[src/rtl/booth_r4_mult_seq_if.sv]
`default_nettype none
// ============================================================================
// Module   : booth_r4_mult_seq_if
// Purpose  : Handshake and operand bundle for booth_r4_mult_seq.
//            master : requester side (drives start, operands, mode, abort)
//            slave  : multiplier side (drives product, busy, done)
// Signals  : start, signed_mode, a_in[WIDTH], b_in[WIDTH],
//            product[2*WIDTH], busy, done,
//            abort (only when BOOTH_ABORT_EN is defined)
// Revision : 1.0 - initial release
// ============================================================================
interface booth_r4_mult_seq_if #(
    parameter int WIDTH = 8
);
    logic                   start;
    logic                   signed_mode;
    logic [WIDTH-1:0]       a_in;
    logic [WIDTH-1:0]       b_in;
    logic [2*WIDTH-1:0]     product;
    logic                   busy;
    logic                   done;
`ifdef BOOTH_ABORT_EN
    logic                   abort;

    modport master (output start, signed_mode, a_in, b_in, abort,
                    input  product, busy, done);
    modport slave  (input  start, signed_mode, a_in, b_in, abort,
                    output product, busy, done);
`else
    modport master (output start, signed_mode, a_in, b_in,
                    input  product, busy, done);
    modport slave  (input  start, signed_mode, a_in, b_in,
                    output product, busy, done);
`endif
endinterface
`default_nettype wire

[src/rtl/booth_r4_mult_seq.sv]
`default_nettype none
// ============================================================================
// Module   : booth_r4_mult_seq
// Purpose  : Sequential radix-4 (modified Booth) multiplier, signed or
//            unsigned per operation, two multiplier bits retired per cycle.
//            Latency: start sampled at edge E0, result/done at E0+ITER+1.
// Ports    : clk          rising-edge clock
//            rst          asynchronous active-high reset
//            bus (slave)  start/signed_mode/a_in/b_in in,
//                         product/busy/done out, abort in (optional)
// Params   : WIDTH  operand width, even and >= 4
//            ITER   WIDTH/2+1, derived - do not override
// Options  : BOOTH_ABORT_EN  adds the abort input (cancels CALC/FINISH)
// Revision : 1.0 - initial release
// ============================================================================
module booth_r4_mult_seq #(
    parameter int WIDTH = 8,
    parameter int ITER  = WIDTH / 2 + 1
) (
    input  wire logic          clk,
    input  wire logic          rst,
    booth_r4_mult_seq_if.slave bus
);
    // Operands carry two extension bits so the multiplier has an even bit
    // count and its top Booth group sees the true sign (or a zero for
    // unsigned). The accumulator needs one more bit to hold +/-2M.
    localparam int c_EXT   = WIDTH + 2;
    localparam int c_ACC   = WIDTH + 3;
    localparam int c_CNT_W = $clog2(ITER + 1);

    typedef enum logic [1:0] {
        S_IDLE   = 2'd0,
        S_CALC   = 2'd1,
        S_FINISH = 2'd2
    } state_t;

    state_t               r_state,   w_state_nxt;
    logic [c_EXT-1:0]     r_m,       w_m_nxt;
    logic [c_ACC-1:0]     r_acc,     w_acc_nxt;
    logic [c_EXT-1:0]     r_q,       w_q_nxt;
    logic                 r_qm1,     w_qm1_nxt;
    logic [c_CNT_W-1:0]   r_cnt,     w_cnt_nxt;
    logic [2*WIDTH-1:0]   r_product, w_product_nxt;
    logic                 r_busy,    w_busy_nxt;
    logic                 r_done,    w_done_nxt;

    logic [c_EXT-1:0]     w_a_ext;
    logic [c_EXT-1:0]     w_b_ext;
    logic [c_ACC-1:0]     w_m1;
    logic [c_ACC-1:0]     w_m2;
    logic [c_ACC-1:0]     w_term;
    logic [c_ACC-1:0]     w_sum;

    // Signed mode sign-extends, unsigned mode zero-extends.
    assign w_a_ext = {{2{bus.signed_mode & bus.a_in[WIDTH-1]}}, bus.a_in};
    assign w_b_ext = {{2{bus.signed_mode & bus.b_in[WIDTH-1]}}, bus.b_in};

    assign w_m1 = {r_m[c_EXT-1], r_m};
    assign w_m2 = {r_m, 1'b0};

    // Booth recoding of {q[1], q[0], q[-1]}.
    always_comb begin
        w_term = '0;
        unique case ({r_q[1:0], r_qm1})
            3'b001, 3'b010: w_term = w_m1;
            3'b011:         w_term = w_m2;
            3'b100:         w_term = -w_m2;
            3'b101, 3'b110: w_term = -w_m1;
            default:        w_term = '0;
        endcase
    end

    assign w_sum = r_acc + w_term;

    always_comb begin
        w_state_nxt   = r_state;
        w_m_nxt       = r_m;
        w_acc_nxt     = r_acc;
        w_q_nxt       = r_q;
        w_qm1_nxt     = r_qm1;
        w_cnt_nxt     = r_cnt;
        w_product_nxt = r_product;
        w_busy_nxt    = r_busy;
        w_done_nxt    = r_done;

        unique case (r_state)
            S_IDLE: begin
                w_done_nxt = 1'b0;
                if (bus.start) begin
                    w_m_nxt     = w_a_ext;
                    w_q_nxt     = w_b_ext;
                    w_acc_nxt   = '0;
                    w_qm1_nxt   = 1'b0;
                    w_cnt_nxt   = '0;
                    w_busy_nxt  = 1'b1;
                    w_state_nxt = S_CALC;
                end else begin
                    w_busy_nxt  = 1'b0;
                end
            end
            S_CALC: begin
                // Arithmetic shift right by 2 across {acc, q, q_-1}.
                w_acc_nxt = {w_sum[c_ACC-1], w_sum[c_ACC-1], w_sum[c_ACC-1:2]};
                w_q_nxt   = {w_sum[1:0], r_q[c_EXT-1:2]};
                w_qm1_nxt = r_q[1];
                w_cnt_nxt = r_cnt + c_CNT_W'(1);
                if (r_cnt == c_CNT_W'(ITER - 1)) begin
                    w_state_nxt = S_FINISH;
                end
            end
            S_FINISH: begin
                // Low 2*WIDTH bits of {acc, q}; q already holds WIDTH+2 of them.
                w_product_nxt = {r_acc[WIDTH-3:0], r_q};
                w_done_nxt    = 1'b1;
                w_busy_nxt    = 1'b0;
                w_state_nxt   = S_IDLE;
            end
            default: begin
                w_state_nxt = S_IDLE;
                w_busy_nxt  = 1'b0;
                w_done_nxt  = 1'b0;
            end
        endcase

`ifdef BOOTH_ABORT_EN
        // Abort cancels anything in flight; in IDLE it is ignored so start wins.
        if (bus.abort && (r_state != S_IDLE)) begin
            w_state_nxt   = S_IDLE;
            w_busy_nxt    = 1'b0;
            w_done_nxt    = 1'b0;
            w_product_nxt = r_product;
        end
`endif
    end

    always_ff @(posedge clk or posedge rst) begin
        if (rst) begin
            r_state   <= S_IDLE;
            r_m       <= '0;
            r_acc     <= '0;
            r_q       <= '0;
            r_qm1     <= 1'b0;
            r_cnt     <= '0;
            r_product <= '0;
            r_busy    <= 1'b0;
            r_done    <= 1'b0;
        end else begin
            r_state   <= w_state_nxt;
            r_m       <= w_m_nxt;
            r_acc     <= w_acc_nxt;
            r_q       <= w_q_nxt;
            r_qm1     <= w_qm1_nxt;
            r_cnt     <= w_cnt_nxt;
            r_product <= w_product_nxt;
            r_busy    <= w_busy_nxt;
            r_done    <= w_done_nxt;
        end
    end

    assign bus.product = r_product;
    assign bus.busy    = r_busy;
    assign bus.done    = r_done;

endmodule
`default_nettype wire

[src/flat_wrapper.sv]
// flat-port wrapper written by rule: the top's interface ports become plain ports
module booth_r4_mult_seq_flat 
#(
    parameter int WIDTH = 8,
    parameter int ITER  = WIDTH / 2 + 1
)
  (clk, rst, bus_start, bus_signed_mode, bus_a_in, bus_b_in, bus_product, bus_busy, bus_done);
  booth_r4_mult_seq_if #(.WIDTH(WIDTH)) bus_i ();
  input  wire logic clk;
  input  wire logic rst;
  input wire logic [$bits(bus_i.start)-1:0] bus_start;
  input wire logic [$bits(bus_i.signed_mode)-1:0] bus_signed_mode;
  input wire logic [$bits(bus_i.a_in)-1:0] bus_a_in;
  input wire logic [$bits(bus_i.b_in)-1:0] bus_b_in;
  output wire logic [$bits(bus_i.product)-1:0] bus_product;
  output wire logic [$bits(bus_i.busy)-1:0] bus_busy;
  output wire logic [$bits(bus_i.done)-1:0] bus_done;
  assign bus_i.start = bus_start;
  assign bus_i.signed_mode = bus_signed_mode;
  assign bus_i.a_in = bus_a_in;
  assign bus_i.b_in = bus_b_in;
  assign bus_product = bus_i.product;
  assign bus_busy = bus_i.busy;
  assign bus_done = bus_i.done;
  booth_r4_mult_seq #(.WIDTH(WIDTH), .ITER(ITER)) u_core (.clk(clk), .rst(rst), .bus(bus_i));
endmodule
[config.mk]
export PLATFORM = sky130hd
export DESIGN_NAME = booth_r4_mult_seq_flat
export DESIGN_NICKNAME = d
export VERILOG_FILES = /design/src/rtl/booth_r4_mult_seq_if.sv /design/src/rtl/booth_r4_mult_seq.sv /design/src/flat_wrapper.sv
export SDC_FILE = /design/constraint.sdc
export NUM_CORES = 1
export LEC_CHECK = 0
export ABC_AREA = 1
export BUFFER_PORTS_ARGS = -buffer_cell sky130_fd_sc_hd__buf_2
export CAP_MARGIN = 10
export CORE_ASPECT_RATIO = 1.4
export CORE_UTILIZATION = 25
export CTS_BUF_LIST = sky130_fd_sc_hd__clkbuf_2 sky130_fd_sc_hd__clkbuf_4 sky130_fd_sc_hd__clkbuf_8
export DETAILED_ROUTE_END_ITERATION = 10
export GPL_ROUTABILITY_DRIVEN = 0
export SLEW_MARGIN = 10
export SYNTH_ARGS = -nofsm -noshare
export SYNTH_HDL_FRONTEND = slang
export SYNTH_SLANG_ARGS = --single-unit
export TNS_END_PERCENT = 30
[constraint.sdc]
create_clock -name clk -period 5.5 [get_ports clk]
set_input_delay 0.825 -clock clk [delete_from_list [all_inputs] [get_ports clk]]
set_output_delay 0.825 -clock clk [all_outputs]
set_load 0.03 [all_outputs]
==> flow_summary.json, run 1 <==
{
  "hold_violations": 0,
  "cp_cell_sequence": "inv_1, ha_1, nand2_1, nor2_2, xor2_1, inv_1, a21oi_1, o21ai_0, ha_1, nand2_1, o21ai_0, nand2_1, nand3_1, nand3b_1, nand3_1, nand2_1",
  "dpl.cell_count": 544,
  "ctsHoldBuffers": 0,
  "slew_viol_final": 0,
  "syn_area_mm2": 0.00305,
  "drc": 0,
  "wire_per_inst_um": 12.9,
  "grt.busiest_layer": "met2",
  "worstPathMaxFanout": 5,
  "outcome": "completed",
  "path_delay_family": "simple AND/OR/NAND/NOR gates",
  "period_share": 0.487,
  "hold_class": "flop to flop",
  "cts_tree": "done",
  "place_ws_ns": 2.87,
  "syn_area_per_cell_um2": 8.31,
  "met2_usage": 0.216,
  "dr.pass1.iters": 4,
  "antenna_found_initial": 0,
  "crit_buf_inv": 2,
  "synth-xor-area-share": 0.0144,
  "grt-ovfl-total": 0,
  "ys_seq_elements": 52,
  "ant_nets": 0,
  "post_cts_buffers": 0,
  "max_freq_mhz": 373,
  "tightest_slew_ns": 0.866,
  "rsz0062_at_grt": "no",
  "ios": 38,
  "clkTransAtPathRegs_ns": 0.10,
  "max_slew_margin": 0.421,
  "worstPathArrival_ns": 2.95,
  "synthSimpleGateAreaFrac": 0.231,
  "synth_top_family_by_area": "simple AND/OR/NAND/NOR gates",
  "grt_max_degree": 53,
  "cp-start-kind": "flop",
  "cts-root-buf": "clkbuf_8",
  "final_cell_mix": "85 x nand2_1, 52 x dfrtp_1, 45 x inv_1, 39 x o21ai_0, 37 x buf_2",
  "synth_async_sr_flop_share": 1.00,
  "cts.sinks": 52,
  "cap_viol_max_count": 0,
  "synth.mux.area_fraction": 0.0111,
  "fin_cells": 552,
  "final_common_cell": "nand2_1",
  "hpwl_mm": 5.45,
  "antenna-diode-count": 0,
  "portBuffers": 37,
  "finalSetupViolations": 0,
  "use_met3": 0.0201,
  "dieArea_mm2": 0.0126,
  "grt_pass1_vias": 2575,
  "grtUsageTotal": 0.124,
  "via_per_inst": 4.66,
  "yosys_most_used_dff": "dfrtp_1",
  "finClkSkew_ns": 0.00914,
  "synth_compound_area_frac": 0.167,
  "rows": 47,
  "synth_edf_count": 0,
  "drt_wl_total_mm": 7.14,
  "dieHeight_um": 133,
  "synth.distinct_cells": 42,
  "synth_adder_area_share": 0.0599,
  "fin_tns_setup_ns": 0,
  "finalCriticalPeriod_ns": 2.68,
  "crit_required_ns": 5.77,
  "synthCells": 367,
  "die_x_um": 95.3,
  "drtIter0Drc": 150,
  "setup_slack_ns": 2.82,
  "yosys_warnings": 0,
  "crit_path_end_kind": "flop",
  "max_stage_delay_ns": 0.40,
  "num_vias": 2570,
  "area_delta_synth_final_pct": 14.0,
  "grt_pass1_wl_mm": 12.3,
  "cts_made_buffers": 5,
  "core-area_mm2": 0.0119,
  "seq_area_frac_synth": 0.427,
  "syn_nets": 401,
  "holdWs_ns": 0.479,
  "initial_utilization": 0.257,
  "cts_resized": 0,
  "crit_top_cell": "nand2_1",
  "crit_slowest_cell": "ha_1",
  "grt_use_met1": 0.144,
  "insertion_delay_ns": 0.32,
  "layout.nets": 438,
  "worstSetupPathType": "flop to flop",
  "drive_above_1_share": 0.225,
  "cts.path.max_buffers": 2,
  "cts-htree-levels": 2
}
## through the flow
stage                util  cell area (µm²)
finish              0.293             3480
global route        0.293             3480
CTS                 0.293             3480
detailed placement  0.284             3380
global placement    0.284             3380
floorplan               -             3050
## Yosys cell counts (all sizes together), types with 5 or more instances
| master | instances | area share |
|---|---|---|
| nand2 | 90 | 0.12 |
| inv | 59 | 0.074 |
| dfrtp | 52 | 0.43 |
| o21ai | 49 | 0.083 |
| nor2 | 22 | 0.048 |
| nand3 | 19 | 0.043 |
| a21oi | 13 | 0.021 |
| ha | 13 | 0.053 |
| o22ai | 8 | 0.021 |
| a22oi | 5 | 0.012 |
| buf | 5 | 0.011 |
## metal layers
metal / up-vias / part of all wire
li1: 1277 / -
met1: 1225 / 0.42
met2: 52 / 0.51
met3: 16 / 0.026
met4: 0 / 0.037
met5: - / 0
## cell families (layout without fill, tap and decap cells)
group / after synthesis / after routing
AND/OR/NAND/NOR: 141 / 141
buffers and inverters: 67 / 105
XOR/XNOR: 5 / 5
multiplexers: 3 / 3
flip-flops: 52 / 52
adder cells (fa/ha/maj): 14 / 14
AO/OA/AOI/OAI: 85 / 85
## tightest hold or removal path: cells and delay by family (launching register included)
family / cells / cell delay [ns]
and+or+nand+nor: 2 / 0.09
DFF: 1 / 0.35
## registers in the layout, summed over array words and instances (netlist names)
name,cells
u_core.bus.product,16
u_core.bus.done,1
u_core.r_qm1,1
u_core.r_m,9
u_core.r_state,2
u_core.r_cnt,3
u_core.r_acc,9
u_core.bus.busy,1
u_core.r_q,10
## layout make-up
| type | instances | area (µm²) |
|---|---|---|
| clock inverter | 1 | 7.51 |
| tap | 147 | 184 |
| multi-input combinational | 248 | 1480 |
| clock buffer | 7 | 90.1 |
| timing repair buffer | 38 | 193 |
| inverter | 59 | 226 |
| sequential | 52 | 1300 |
| fill | 1318 | 8400 |
## path summary, 6_finish.rpt
| path | from | slack [ns] | end | depth (start not counted) |
|---|---|---|---|---|
| max | u_core.r_m[0]$_DFFE_PP0P_ | 2.82 | u_core.r_acc[9]$_DFFE_PP0P_ | 16 |
| min | u_core.bus.busy$_DFFE_PP0N_ | 0.48 | u_core.bus.busy$_DFFE_PP0N_ | 2 |
| max reg2reg | u_core.r_m[0]$_DFFE_PP0P_ | 2.82 | u_core.r_acc[9]$_DFFE_PP0P_ | 16 |
| min reg2reg | u_core.bus.busy$_DFFE_PP0N_ | 0.48 | u_core.bus.busy$_DFFE_PP0N_ | 2 |
| max in group asynchronous | rst | 4.37 | u_core.bus.product[14]$_DFFE_PP0P_ | 3 |
| min in group asynchronous | rst | 0.66 | u_core.r_m[4]$_DFFE_PP0P_ | 3 |
Power of run 1 is left out: the tool's default activity adds up to more than one toggle a clock period on the data nets, which glitch-free logic cannot reach.
==> run 2, diff against run 1 <==
clock period = 2.45 ns   (was 5.5 ns; I/O delays follow)
==> run 2 against run 1 <==
Against the previous run: the flow now finishes with violations (negative setup slack); global-route usage is 0.97 points higher; highest routed layer unchanged; worst hold slack got worse by 0.23 ns; die area is the same; sequential share of layout area is 5.0 points lower; largest cell class unchanged; wire length up 12%; non-clock buffer count rose by 41.
==> flow_summary.json, run 2 (synthesized netlist as in run 1, its figures left out) <==
{
  "crit_required_ns": 2.72,
  "antenna-diode-count": 0,
  "fin_tns_setup_ns": -0.0327,
  "max_freq_mhz": 403,
  "largest_reg_flops": 16,
  "grt-ovfl-total": 0,
  "grtUsageTotal": 0.134,
  "grt_pass1_vias": 2806,
  "dieHeight_um": 133,
  "rows": 47,
  "use_met3": 0.0161,
  "layout.nets": 479,
  "final_cell_mix": "76 x nand2_1, 52 x dfrtp_1, 41 x inv_1, 39 x buf_4, 37 x buf_2",
  "timing.rr.end": "u_core.r_acc[7]$_DFFE_PP0P_",
  "antenna_found_initial": 0,
  "grt_use_met1": 0.150,
  "setup_slack_ns": -0.0327,
  "drive_above_1_share": 0.381,
  "drc": 0,
  "cts_made_buffers": 5,
  "wire_per_inst_um": 13.5,
  "finalSetupViolations": 1,
  "ant_nets": 0,
  "cts-root-buf": "clkbuf_8",
  "timing.rr.start": "u_core.r_m[1]$_DFFE_PP0P_",
  "worstSetupPathType": "flop to flop",
  "die_x_um": 95.3,
  "finClkSkew_ns": 0.00793,
  "cp-start-kind": "flop",
  "insertion_delay_ns": 0.32,
  "violations": "negative setup slack",
  "finalCriticalPeriod_ns": 2.48,
  "fill_cells": 1255,
  "worstPathArrival_ns": 2.76,
  "portBuffers": 37,
  "grt_max_degree": 32,
  "hold_class": "primary input to flop",
  "period_share": 1.01,
  "final_common_cell": "nand2_1",
  "max_slew_margin": 0.724,
  "cts.sinks": 52,
  "via_per_inst": 4.67,
  "whs_path_depth": 3,
  "grt.busiest_layer": "met2",
  "r2r_cells": 17,
  "critical_path.endpoint": "u_core.r_acc[7]$_DFFE_PP0P_",
  "outcome": "complete, but fails checks",
  "cap_viol_max_count": 0,
  "dr.pass1.iters": 4,
  "cts_tree": "done",
  "area_delta_synth_final_pct": 31.7,
  "dieArea_mm2": 0.0126,
  "crit_path_end_kind": "flop",
  "cts-htree-levels": 2,
  "clkTransAtPathRegs_ns": 0.10,
  "num_vias": 2767,
  "core-area_mm2": 0.0119,
  "hpwl_mm": 5.86,
  "ios": 38,
  "tightest_slew_ns": 0.414,
  "drtIter0Drc": 134,
  "rsz0062_at_grt": "yes",
  "slew_viol_final": 0,
  "worstPathMaxFanout": 3,
  "ff2ff_setup_slack_ns": -0.03,
  "cts.path.max_buffers": 2,
  "hold_violations": 0,
  "met2_usage": 0.241,
  "initial_utilization": 0.257,
  "drt_wl_total_mm": 8.02,
  "grt_pass1_wl_mm": 13.1,
  "startpoint": "u_core.r_m[1]$_DFFE_PP0P_"
}
==> run 2: how the worst min path moves through the flow <==
stage / start / end / slack, ns
2_1_floorplan: u_core.r_acc[7]$_DFFE_PP0P_ / u_core.r_acc[7]$_DFFE_PP0P_ / 0.46
3_5_place_dp: rst / u_core.bus.product[1]$_DFFE_PP0P_ / 0.22
4_1_cts: bus_a_in[3] / u_core.r_m[3]$_DFFE_PP0P_ / 0.24
5_1_grt: bus_b_in[5] / u_core.r_q[5]$_DFFE_PP0P_ / 0.27
6_report: bus_a_in[3] / u_core.r_m[3]$_DFFE_PP0P_ / 0.25
3_3_place_gp: rst / u_core.bus.product[1]$_DFFE_PP0P_ / 0.22
==> run 2: final cells by class <==
class / count / area [µm²] / area share
clock inverters: 1 / 8.76 / 0.00218
flip-flops and latches: 52 / 1300 / 0.324
inverters: 59 / 226 / 0.0564
multi-input cells: 248 / 1700 / 0.424
repair buffers: 79 / 510 / 0.127
clock buffers: 7 / 83.8 / 0.0209
well taps: 147 / 184 / 0.0458
==> run 2: metrics by stage <==
step                      instance area (µm²)  utilization  hold slack, ns  setup WS [ns]  std cells
after floorplan                          3050            -           0.455          0.128        367
after detailed placement                 3600        0.303           0.220        -0.0988        574
after CTS                                3770        0.317           0.243       -0.00245        584
final                                    4020        0.338           0.249        -0.0327        593
after global routing                     4020        0.338           0.265         -0.253        593
after global placement                   3600        0.303           0.216        -0.0593        574
==> run 2: routing by layer <==
| layer | share of wire | up-vias |
|---|---|---|
| met1 | 0.39 | 1340 |
| met5 | 0 | - |
| li1 | - | 1361 |
| met4 | 0.029 | 0 |
| met3 | 0.027 | 15 |
| met2 | 0.55 | 51 |
==> run 2: repair_timing <==
| item | 4_1_cts | 5_1_grt |
|---|---|---|
| endpoints found under the setup margin | 4 | 7 |
| gates resized for setup | 14 | 45 |
| hold buffers | 1 | 0 |
| endpoints found under the hold margin | 1 | 0 |
| setup buffers | 1 | 9 |
| pin swaps | 7 | 25 |
==> run 2: critical path, stage by stage, from the launching register on <==
cell	delay [ns]
dfrtp_1	0.41
inv_2	0.08
ha_4	0.14
nand2_4	0.06
nor2_4	0.13
nand3_2	0.11
xor2_2	0.16
nand2_1	0.08
o211ai_1	0.10
ha_1	0.34
buf_6	0.14
nand2_4	0.06
nand2_4	0.06
a31oi_4	0.17
nand3_2	0.11
a21oi_2	0.14
o21ai_1	0.08
nand2_1	0.06
Power of run 2 is left out for the same reason.
